[src/rtl/sevenseg_pkg.sv]
// Shared glyph constants and helpers for the multiplexed seven-segment driver.
// All glyphs are active-low, bit0 = segment a ... bit6 = segment g.
package sevenseg_pkg;

  localparam int MAX_DIGITS = 8;

  localparam logic [6:0] SEG_0     = 7'h40;
  localparam logic [6:0] SEG_1     = 7'h79;
  localparam logic [6:0] SEG_2     = 7'h24;
  localparam logic [6:0] SEG_3     = 7'h30;
  localparam logic [6:0] SEG_4     = 7'h19;
  localparam logic [6:0] SEG_5     = 7'h12;
  localparam logic [6:0] SEG_6     = 7'h02;
  localparam logic [6:0] SEG_7     = 7'h78;
  localparam logic [6:0] SEG_8     = 7'h00;
  localparam logic [6:0] SEG_9     = 7'h10;
  localparam logic [6:0] SEG_S     = 7'h12;
  localparam logic [6:0] SEG_A     = 7'h08;
  localparam logic [6:0] SEG_F     = 7'h0E;
  localparam logic [6:0] SEG_E     = 7'h06;
  localparam logic [6:0] SEG_BLANK = 7'h7F;

  // Power-up buffer contents: "SAFE" right-aligned, repeating leftwards when
  // the display has more than four digits (digit 0 is the rightmost).
  function automatic logic [MAX_DIGITS*7-1:0] safe_pattern(input int n);
    logic [MAX_DIGITS*7-1:0] pat;
    pat = '0;
    for (int i = 0; i < MAX_DIGITS; i++) begin
      if (i < n) begin
        case (i % 4)
          0:       pat[i*7 +: 7] = SEG_E;
          1:       pat[i*7 +: 7] = SEG_F;
          2:       pat[i*7 +: 7] = SEG_A;
          default: pat[i*7 +: 7] = SEG_S;
        endcase
      end
    end
    return pat;
  endfunction

endpackage

[src/rtl/sevenseg_prescaler.sv]
// Scan-slot prescaler: produces a one-cycle enable every DIV clocks while
// start is high. It is an enable, not a derived clock.
module sevenseg_prescaler
  import sevenseg_pkg::*;
#(
  parameter int DIV = 100000
) (
  input  logic clock,
  input  logic reset_n,
  input  logic start,
  output logic tick
);

  localparam int PW = (DIV > 1) ? $clog2(DIV) : 1;
  localparam logic [PW-1:0] TOP = PW'(DIV - 1);

  logic [PW-1:0] r_pcnt;
  logic          w_at_top;

  assign w_at_top = (r_pcnt == TOP);
  assign tick     = start & w_at_top;

  // Free-running 0..DIV-1 counter, parked at zero while scanning is off.
  always_ff @(posedge clock) begin
    if (!reset_n) begin
      r_pcnt <= '0;
    end else if (!start) begin
      r_pcnt <= '0;
    end else if (w_at_top) begin
      r_pcnt <= '0;
    end else begin
      r_pcnt <= r_pcnt + PW'(1);
    end
  end

endmodule

[src/rtl/sevenseg_scan.sv]
// Multiplexed common-anode seven-segment driver. Scans digits left to right,
// optionally followed by an all-off guard slot, with per-digit blinking and
// frame-aligned buffer swaps so the host never causes a torn frame.
module sevenseg_scan
  import sevenseg_pkg::*;
#(
  parameter int DIGITS       = 4,
  parameter int DIV          = 100000,
  parameter int BLANK_SLOT   = 1,
  parameter int BLINK_FRAMES = 50,
  parameter logic [DIGITS*7-1:0] RESET_PATTERN = (DIGITS*7)'(safe_pattern(DIGITS))
) (
  input  logic                  clock,
  input  logic                  reset_n,
  input  logic                  start,
  input  logic [DIGITS*7-1:0]   digits_in,
  input  logic                  load,
  input  logic [DIGITS-1:0]     blink_mask,
  output logic [DIGITS-1:0]     an,
  output logic [6:0]            seg,
  output logic                  frame_done
);

  localparam int NSLOTS = DIGITS + BLANK_SLOT;
  localparam int SW     = (NSLOTS > 1) ? $clog2(NSLOTS) : 1;
  localparam int BW     = (BLINK_FRAMES > 1) ? $clog2(BLINK_FRAMES) : 1;
  localparam logic [SW-1:0] LAST_SLOT = SW'(NSLOTS - 1);
  localparam logic [BW-1:0] LAST_BCNT = BW'(BLINK_FRAMES - 1);

  logic [SW-1:0]          r_slot;
  logic [DIGITS*7-1:0]    r_pending;
  logic [DIGITS*7-1:0]    r_active;
  logic [BW-1:0]          r_bcnt;
  logic                   r_bph;
  logic [DIGITS-1:0]      r_an;
  logic [6:0]             r_seg;
  logic                   r_frame_done;

  logic                   w_tick;
  logic                   w_wrap;
  logic [DIGITS-1:0]      w_an_nxt;
  logic [6:0]             w_seg_nxt;

  sevenseg_prescaler #(
    .DIV (DIV)
  ) u_prescaler (
    .clock   (clock),
    .reset_n (reset_n),
    .start   (start),
    .tick    (w_tick)
  );

  assign w_wrap     = w_tick & (r_slot == LAST_SLOT);
  assign an         = r_an;
  assign seg        = r_seg;
  assign frame_done = r_frame_done;

  // Decode the current slot into anode/segment values; the guard slot and a
  // blinked-off digit both fall through to the all-off default.
  always_comb begin
    w_an_nxt  = '1;
    w_seg_nxt = SEG_BLANK;
    for (int i = 0; i < DIGITS; i++) begin
      if (r_slot == SW'(DIGITS - 1 - i)) begin
        if (!(blink_mask[i] && r_bph)) begin
          w_an_nxt[i] = 1'b0;
          w_seg_nxt   = r_active[i*7 +: 7];
        end
      end
    end
  end

  // Slot counter: restarts at the leftmost digit whenever scanning stops.
  always_ff @(posedge clock) begin
    if (!reset_n) begin
      r_slot <= '0;
    end else if (!start) begin
      r_slot <= '0;
    end else if (w_tick) begin
      r_slot <= w_wrap ? '0 : r_slot + SW'(1);
    end
  end

  // Registered display outputs, updated only on slot ticks.
  always_ff @(posedge clock) begin
    if (!reset_n) begin
      r_an  <= '1;
      r_seg <= SEG_BLANK;
    end else if (!start) begin
      r_an  <= '1;
      r_seg <= SEG_BLANK;
    end else if (w_tick) begin
      r_an  <= w_an_nxt;
      r_seg <= w_seg_nxt;
    end
  end

  // Double buffer: host writes land in pending and are promoted at the frame
  // wrap; a load on the wrap edge bypasses pending so it is not lost a frame.
  always_ff @(posedge clock) begin
    if (!reset_n) begin
      r_pending <= RESET_PATTERN;
      r_active  <= RESET_PATTERN;
    end else begin
      if (load) begin
        r_pending <= digits_in;
      end
      if (w_wrap) begin
        r_active <= load ? digits_in : r_pending;
      end
    end
  end

  // Blink phase: toggles every BLINK_FRAMES completed frames; held while stopped.
  always_ff @(posedge clock) begin
    if (!reset_n) begin
      r_bcnt <= '0;
      r_bph  <= 1'b0;
    end else if (w_wrap) begin
      if (r_bcnt == LAST_BCNT) begin
        r_bcnt <= '0;
        r_bph  <= ~r_bph;
      end else begin
        r_bcnt <= r_bcnt + BW'(1);
      end
    end
  end

  // Frame-complete pulse, one cycle after the wrap edge.
  always_ff @(posedge clock) begin
    if (!reset_n) begin
      r_frame_done <= 1'b0;
    end else begin
      r_frame_done <= w_wrap;
    end
  end

endmodule
[config.mk]
export PLATFORM = sky130hd
export DESIGN_NAME = sevenseg_scan
export DESIGN_NICKNAME = d
export VERILOG_FILES = /design/src/rtl/sevenseg_pkg.sv /design/src/rtl/sevenseg_prescaler.sv /design/src/rtl/sevenseg_scan.sv
export SDC_FILE = /design/constraint.sdc
export NUM_CORES = 1
export LEC_CHECK = 0
export ABC_AREA = 1
export CAP_MARGIN = 20
export CORE_MARGIN = 2
export CORE_UTILIZATION = 50
export CTS_BUF_LIST = sky130_fd_sc_hd__clkbuf_2
export DETAILED_ROUTE_END_ITERATION = 12
export PLACE_DENSITY = 0.73
export SLEW_MARGIN = 20
export SYNTH_ARGS = -nofsm -noshare
export SYNTH_HDL_FRONTEND = slang
export SYNTH_SLANG_ARGS = --single-unit
[constraint.sdc]
create_clock -name clock -period 1.6 [get_ports clock]
set_input_delay 0.32 -clock clock [delete_from_list [all_inputs] [get_ports clock]]
set_output_delay 0.32 -clock clock [all_outputs]
set_load 0.01 [all_outputs]
After elaboration in Yosys (flattened, before gate mapping)
Index checks and enable logic that the tools add are counted.
{ "totals": {"register_bits": 95, "out_inout_bits": 12} }
{ "op_classes": {"add_sub_neg": 3, "n_eq_ne": 6, "mux": 19, "n_bitwise": 5, "n_reduce_logical": 8} }
{ "ops": {"columns": ["op", "n"], "rows": [
  ["$mux 7", 8],
  ["$mux 28", 1],
  ["$add 17x1->17 const B", 1],
  ["$eq 17x17->1 const B", 1],
  ["$mux 1", 8],
  ["$add 6x1->6 const B", 1],
  ["$eq 3x2->1 const B", 2],
  ["$eq 6x6->1 const B", 1],
  ["$mux 6", 1],
  ["$logic_and 1x1->1", 4],
  ["$reduce_and 2->1", 2],
  ["$add 3x1->3 const B", 1],
  ["$eq 3x1->1 const B", 1],
  ["$eq 3x3->1 const B", 1],
  ["$logic_not 3->1", 1],
  ["$mux 3", 1],
  ["$not 1->1", 3],
  ["$reduce_or 3->1", 1],
  ["$and 1x1->1", 2]
]} }

Logic depth before layout (Yosys ltp)
{ "depth": {"word_depth": 9, "depth_mapped": 11} }

By module
A second synthesis with hierarchy kept.
{ "hier_totals": {"hier_cells": 564, "area_unflattened_um2": 4224.1} }
{ "by_module_without_submodules": {"columns": ["mod", "instances", "cells_each", "area_each_um2", "seq_area_each_um2"], "rows": [
  ["sevenseg_scan", 1, 422, 3280.6, 1561.5],
  ["sevenseg_prescaler", 1, 142, 943.4, 340.3]
]} }

Worst setup path after synthesis
OpenSTA, ideal clock, no wires.
{ "synth_timing": {"kind": "register to register", "start": "register r_slot[0]", "end": "register r_active[0]", "setup_time_ns": 0.115, "t_arrival_ns": 1.528, "required_time_ns": 1.485, "slack_ns": -0.044, "path_stages_with_launch": 10, "n_path_buf": 2, "cell_sequence": "dfxtp_1 > inv_1 > ha_1 > nand2_1 > clkinv_1 > nand3_2 > buf_6 > buf_6 > nand2_1 > and3_1"} }
{ "synth_between": {"elab_chain_cells": 2} }
{ "synth_lines": {"columns": ["element", "line", "source"], "rows": [
  ["start, declared", "sevenseg_scan.sv:30", "logic [SW-1:0] r_slot;"],
  ["start signal, assigned", "sevenseg_scan.sv:80", "r_slot <= w_wrap ? '0 : r_slot + SW'(1);"],
  ["$eq 3x3->1", "sevenseg_scan.sv:53", "assign w_wrap = w_tick & (r_slot == LAST_SLOT);"],
  ["$and 1x1->1", "sevenseg_scan.sv:53", null],
  ["end signal, assigned", "sevenseg_scan.sv:109", "r_active <= load ? digits_in : r_pending;"],
  ["end, declared", "sevenseg_scan.sv:32", "logic [DIGITS*7-1:0] r_active;"]
]} }
No other way between the ends.
A chain may end at the register's enable or synchronous reset.

Worst setup path after layout
{ "layout_timing": {"start": "register u_prescaler.r_pcnt[0]", "end": "register r_active[22]"} }
{ "layout_between": {"elab_chain_cells": 3} }
{ "layout_lines": {"columns": ["element", "line", "source"], "rows": [
  ["start, declared", "sevenseg_prescaler.sv:17", "logic [PW-1:0] r_pcnt;"],
  ["start signal, assigned", "sevenseg_prescaler.sv:32", "r_pcnt <= r_pcnt + PW'(1);"],
  ["$eq 17x17->1", "sevenseg_prescaler.sv:20", "assign w_at_top = (r_pcnt == TOP);"],
  ["$and 1x1->1", "sevenseg_prescaler.sv:21", "assign tick = start & w_at_top;"],
  ["$and 1x1->1", "sevenseg_scan.sv:53", null]
]} }
No other way between the ends.

==> run metrics <==
minimum period implied by the final worst setup slack 1.672 ns; type of destination of the critical path flop; mean area per synthesized cell 7.819 um^2; htree depth 3; Filler Cells Inserted 675; die width 95.30 um; remaining global-route overflow 0; die area 9082 um^2; number of port buffers 47; biggest fanout along the worst timing path 8; Clk Latency, worst-skew pair 0.56 ns; number of warning messages in the yosys log 0; commonest non-fill, non-tap cell in the layout nand2_1; leakage 2.304 nW; setup_tns -0.9019 ns; global-route wire length before repair 15270 um; area of the core 8134 um^2; Layout Skew 0.03013 ns; initial antenna violation count 0; Critical Path Source Type flop; commonest cells after routing, fill and taps aside nand2_1 (100), dfxtp_1 (79), nor2_1 (57); switch share 24.92%; worst IR drop on VDD 0.4980 mV; Rel. slew slack 71.62%; final wirelength 9506 um; largest net degree at the start of global routing 32; sequential element share of the synthesized area 45.63%; Net Sw Power 0.9920 mW; weighted congestion at the end of routability-driven global placement 0.9058; total chip power 3.980 mW; Detail Route Antenna Nets 0; number of nets produced by synthesis 577; number of buffers added by the clock tree synthesis step 9; CTS root buffer clkbuf_2; type of the worst min-delay path in2reg; number of max-cap violations 0; combined area of all synthesized cells 4168 um^2; Power Density 717.6 nW/um^2; number of remaining DRC errors 0; Sink Count 95; violation count after the first detailed-route iteration 161; DR vias/cell 5.059; hold buffers post-CTS 0; via count of the first global-routing pass 3519; # diodes 0; cell count after synthesis 533; clock tree from TritonCTS done; # rows 33; vertical die dimension 95.30 um; Final Max Tran Viols 0; DR WL/cell 12.81 um; Fmax achieved 598.2 MHz; type of the worst setup path reg2reg; total of endpoints with negative setup slack in the final report 24; Place WS -0.1425 ns; violations in the final reports setup timing; Initial Util 51.24%; unrepaired setup endpoints after global routing true; number of hold-slack violations in the final timing report 0; clock input transition at the sequential cells of the worst setup and hold paths 0.28 ns; Pre-Repair DR Iteration Count 4; combinational group share of total power 8.0%; vias post-DR 3754; ratio of final minimum period to clock period 104.5%; dpl hpwl 6768 um; count of boundary I/O pins 48; signed area change from the synthesized netlist to the final layout 33.08%; fin area 5547 um^2; result of the run finished, violations left; worst reg-to-reg path cell count 9; net count of the finished layout 676; area of placed instances 5149 um^2; Clk network pwr share 30.9%; Cells on Worst Hold Path 3; buffer levels on the longest clock path 2; internal cell power 2.988 mW; final setup slack of the worst path -0.07157 ns; Unique masters post-synth 30; fraction of layout instances using a drive strength above 1 22.14%; sequential power share 61.1%; data arrival time of the critical path 2.13 ns; data required time of the critical path 2.06 ns; Worst Tran Pin Value 0.4234 ns; worst-case hold slack 0.3524 ns; Synth Register Bits 95; GR Util All Layers 21.40%
-- critical path, cell delays in order, from the launching register on --
cell and delay, ns:
dfxtp_2 0.42, ha_4 0.15, nand2_4 0.06, nor2_4 0.14, nand3_2 0.12, nor2_4 0.16, nand3_4 0.16, buf_12 0.19
a21oi_4 0.11, o21ai_1 0.07
-- Yosys cell counts, drive strengths merged --
cell | n | area share [%]
nand2 | 106 | 9.5
dfxtp | 95 | 46
nor2 | 68 | 6.7
inv | 51 | 4.6
a21oi | 39 | 4.7
o21ai | 37 | 4.4
mux2i | 28 | 6.7
nand3 | 28 | 3.8
and3 | 20 | 3.0
clkbuf | 12 | 1.1
buf | 10 | 1.8
ha | 8 | 2.4
xor2 | 7 | 1.5
nand4 | 6 | 0.90
nor3 | 5 | 0.84
o211a | 3 | 0.72
clkinv | 2 | 0.18
nand3b | 2 | 0.36
nor3b | 2 | 0.36
a211oi | 1 | 0.18
a21boi | 1 | 0.18
o211ai | 1 | 0.18
xnor2 | 1 | 0.21
-- metrics by stage --
step	utilization (%)	instances
2_1_floorplan	-	533
3_3_place_gp	63.30	721
3_5_place_dp	63.30	721
4_1_cts	66.27	740
5_1_grt	68.19	742
6_report	68.19	742
-- layer usage --
metal | GRT usage (%) | up-vias | part of all wire, % | wire, um
li1 | - | 1934 | - | -
met4 | 9.541 | 0 | 2.7 | 252
met5 | 0 | - | 0 | 0
met2 | 37.38 | 65 | 50 | 4747
met3 | 3.241 | 21 | 4.2 | 397
met1 | 25.93 | 1734 | 43 | 4108
-- layout make-up --
| cell class | count | area, um^2 | area share [%] |
|---|---|---|---|
| repair buffers | 110 | 1046 | 18.86 |
| flip-flops and latches | 95 | 1922 | 34.65 |
| clock buffers | 9 | 45.04 | 0.8121 |
| clock inverters | 7 | 77.57 | 1.399 |
| multi-input cells | 363 | 2125 | 38.30 |
| well taps | 105 | 131.4 | 2.369 |
| inverters | 53 | 200.2 | 3.609 |
-- path summary, 6_finish.rpt --
check	startpoint	end	slack, ns
min	digits_in[25]	r_pending[25]	0.35
max reg2reg	u_prescaler.r_pcnt[0]	r_active[22]	-0.07
min reg2reg	r_pending[8]	r_pending[8]	0.50
max	u_prescaler.r_pcnt[0]	r_active[22]	-0.07
-- timing repair --
item,in CTS,in global routing
pin swaps,5,12
gates resized for setup,54,43
setup buffers,3,1
endpoints found under the setup margin,67,63
endpoints found under the hold margin,0,0
cloned,0,2
-- power groups by stage --
stage,Sequential [mW],Clock [mW],Combinational (mW)
finish,2.43,1.23,0.318
global route,2.44,1.36,0.348
CTS,2.43,1.27,0.317
detailed placement,2.47,0,0.309
global placement,2.47,0,0.303
floorplan,2.47,0,0.119
-- cell families (layout without fill, tap and decap cells) --
| family | count (synthesis) | count (layout) | synth area share, % |
|---|---|---|---|
| and+or+nand+nor | 237 | 237 | 25.52 |
| DFF | 95 | 95 | 45.63 |
| AOI/OAI and AO/OA | 82 | 82 | 10.39 |
| buffers and inverters | 75 | 179 | 7.655 |
| muxes | 28 | 28 | 6.725 |
| adders and majority gates | 8 | 8 | 2.402 |
| xor gates and xnor gates | 8 | 8 | 1.681 |
-- registers in the layout, indices dropped and copies added (netlist names) --
| register | cells |
|---|---|
| an | 4 |
| seg | 7 |
| u_prescaler.r_pcnt | 17 |
| frame_done | 1 |
| r_slot | 3 |
| r_bcnt | 6 |
| r_bph | 1 |
| r_pending | 28 |
| r_active | 28 |
Note: power is estimated with default switching activity, not from simulation.
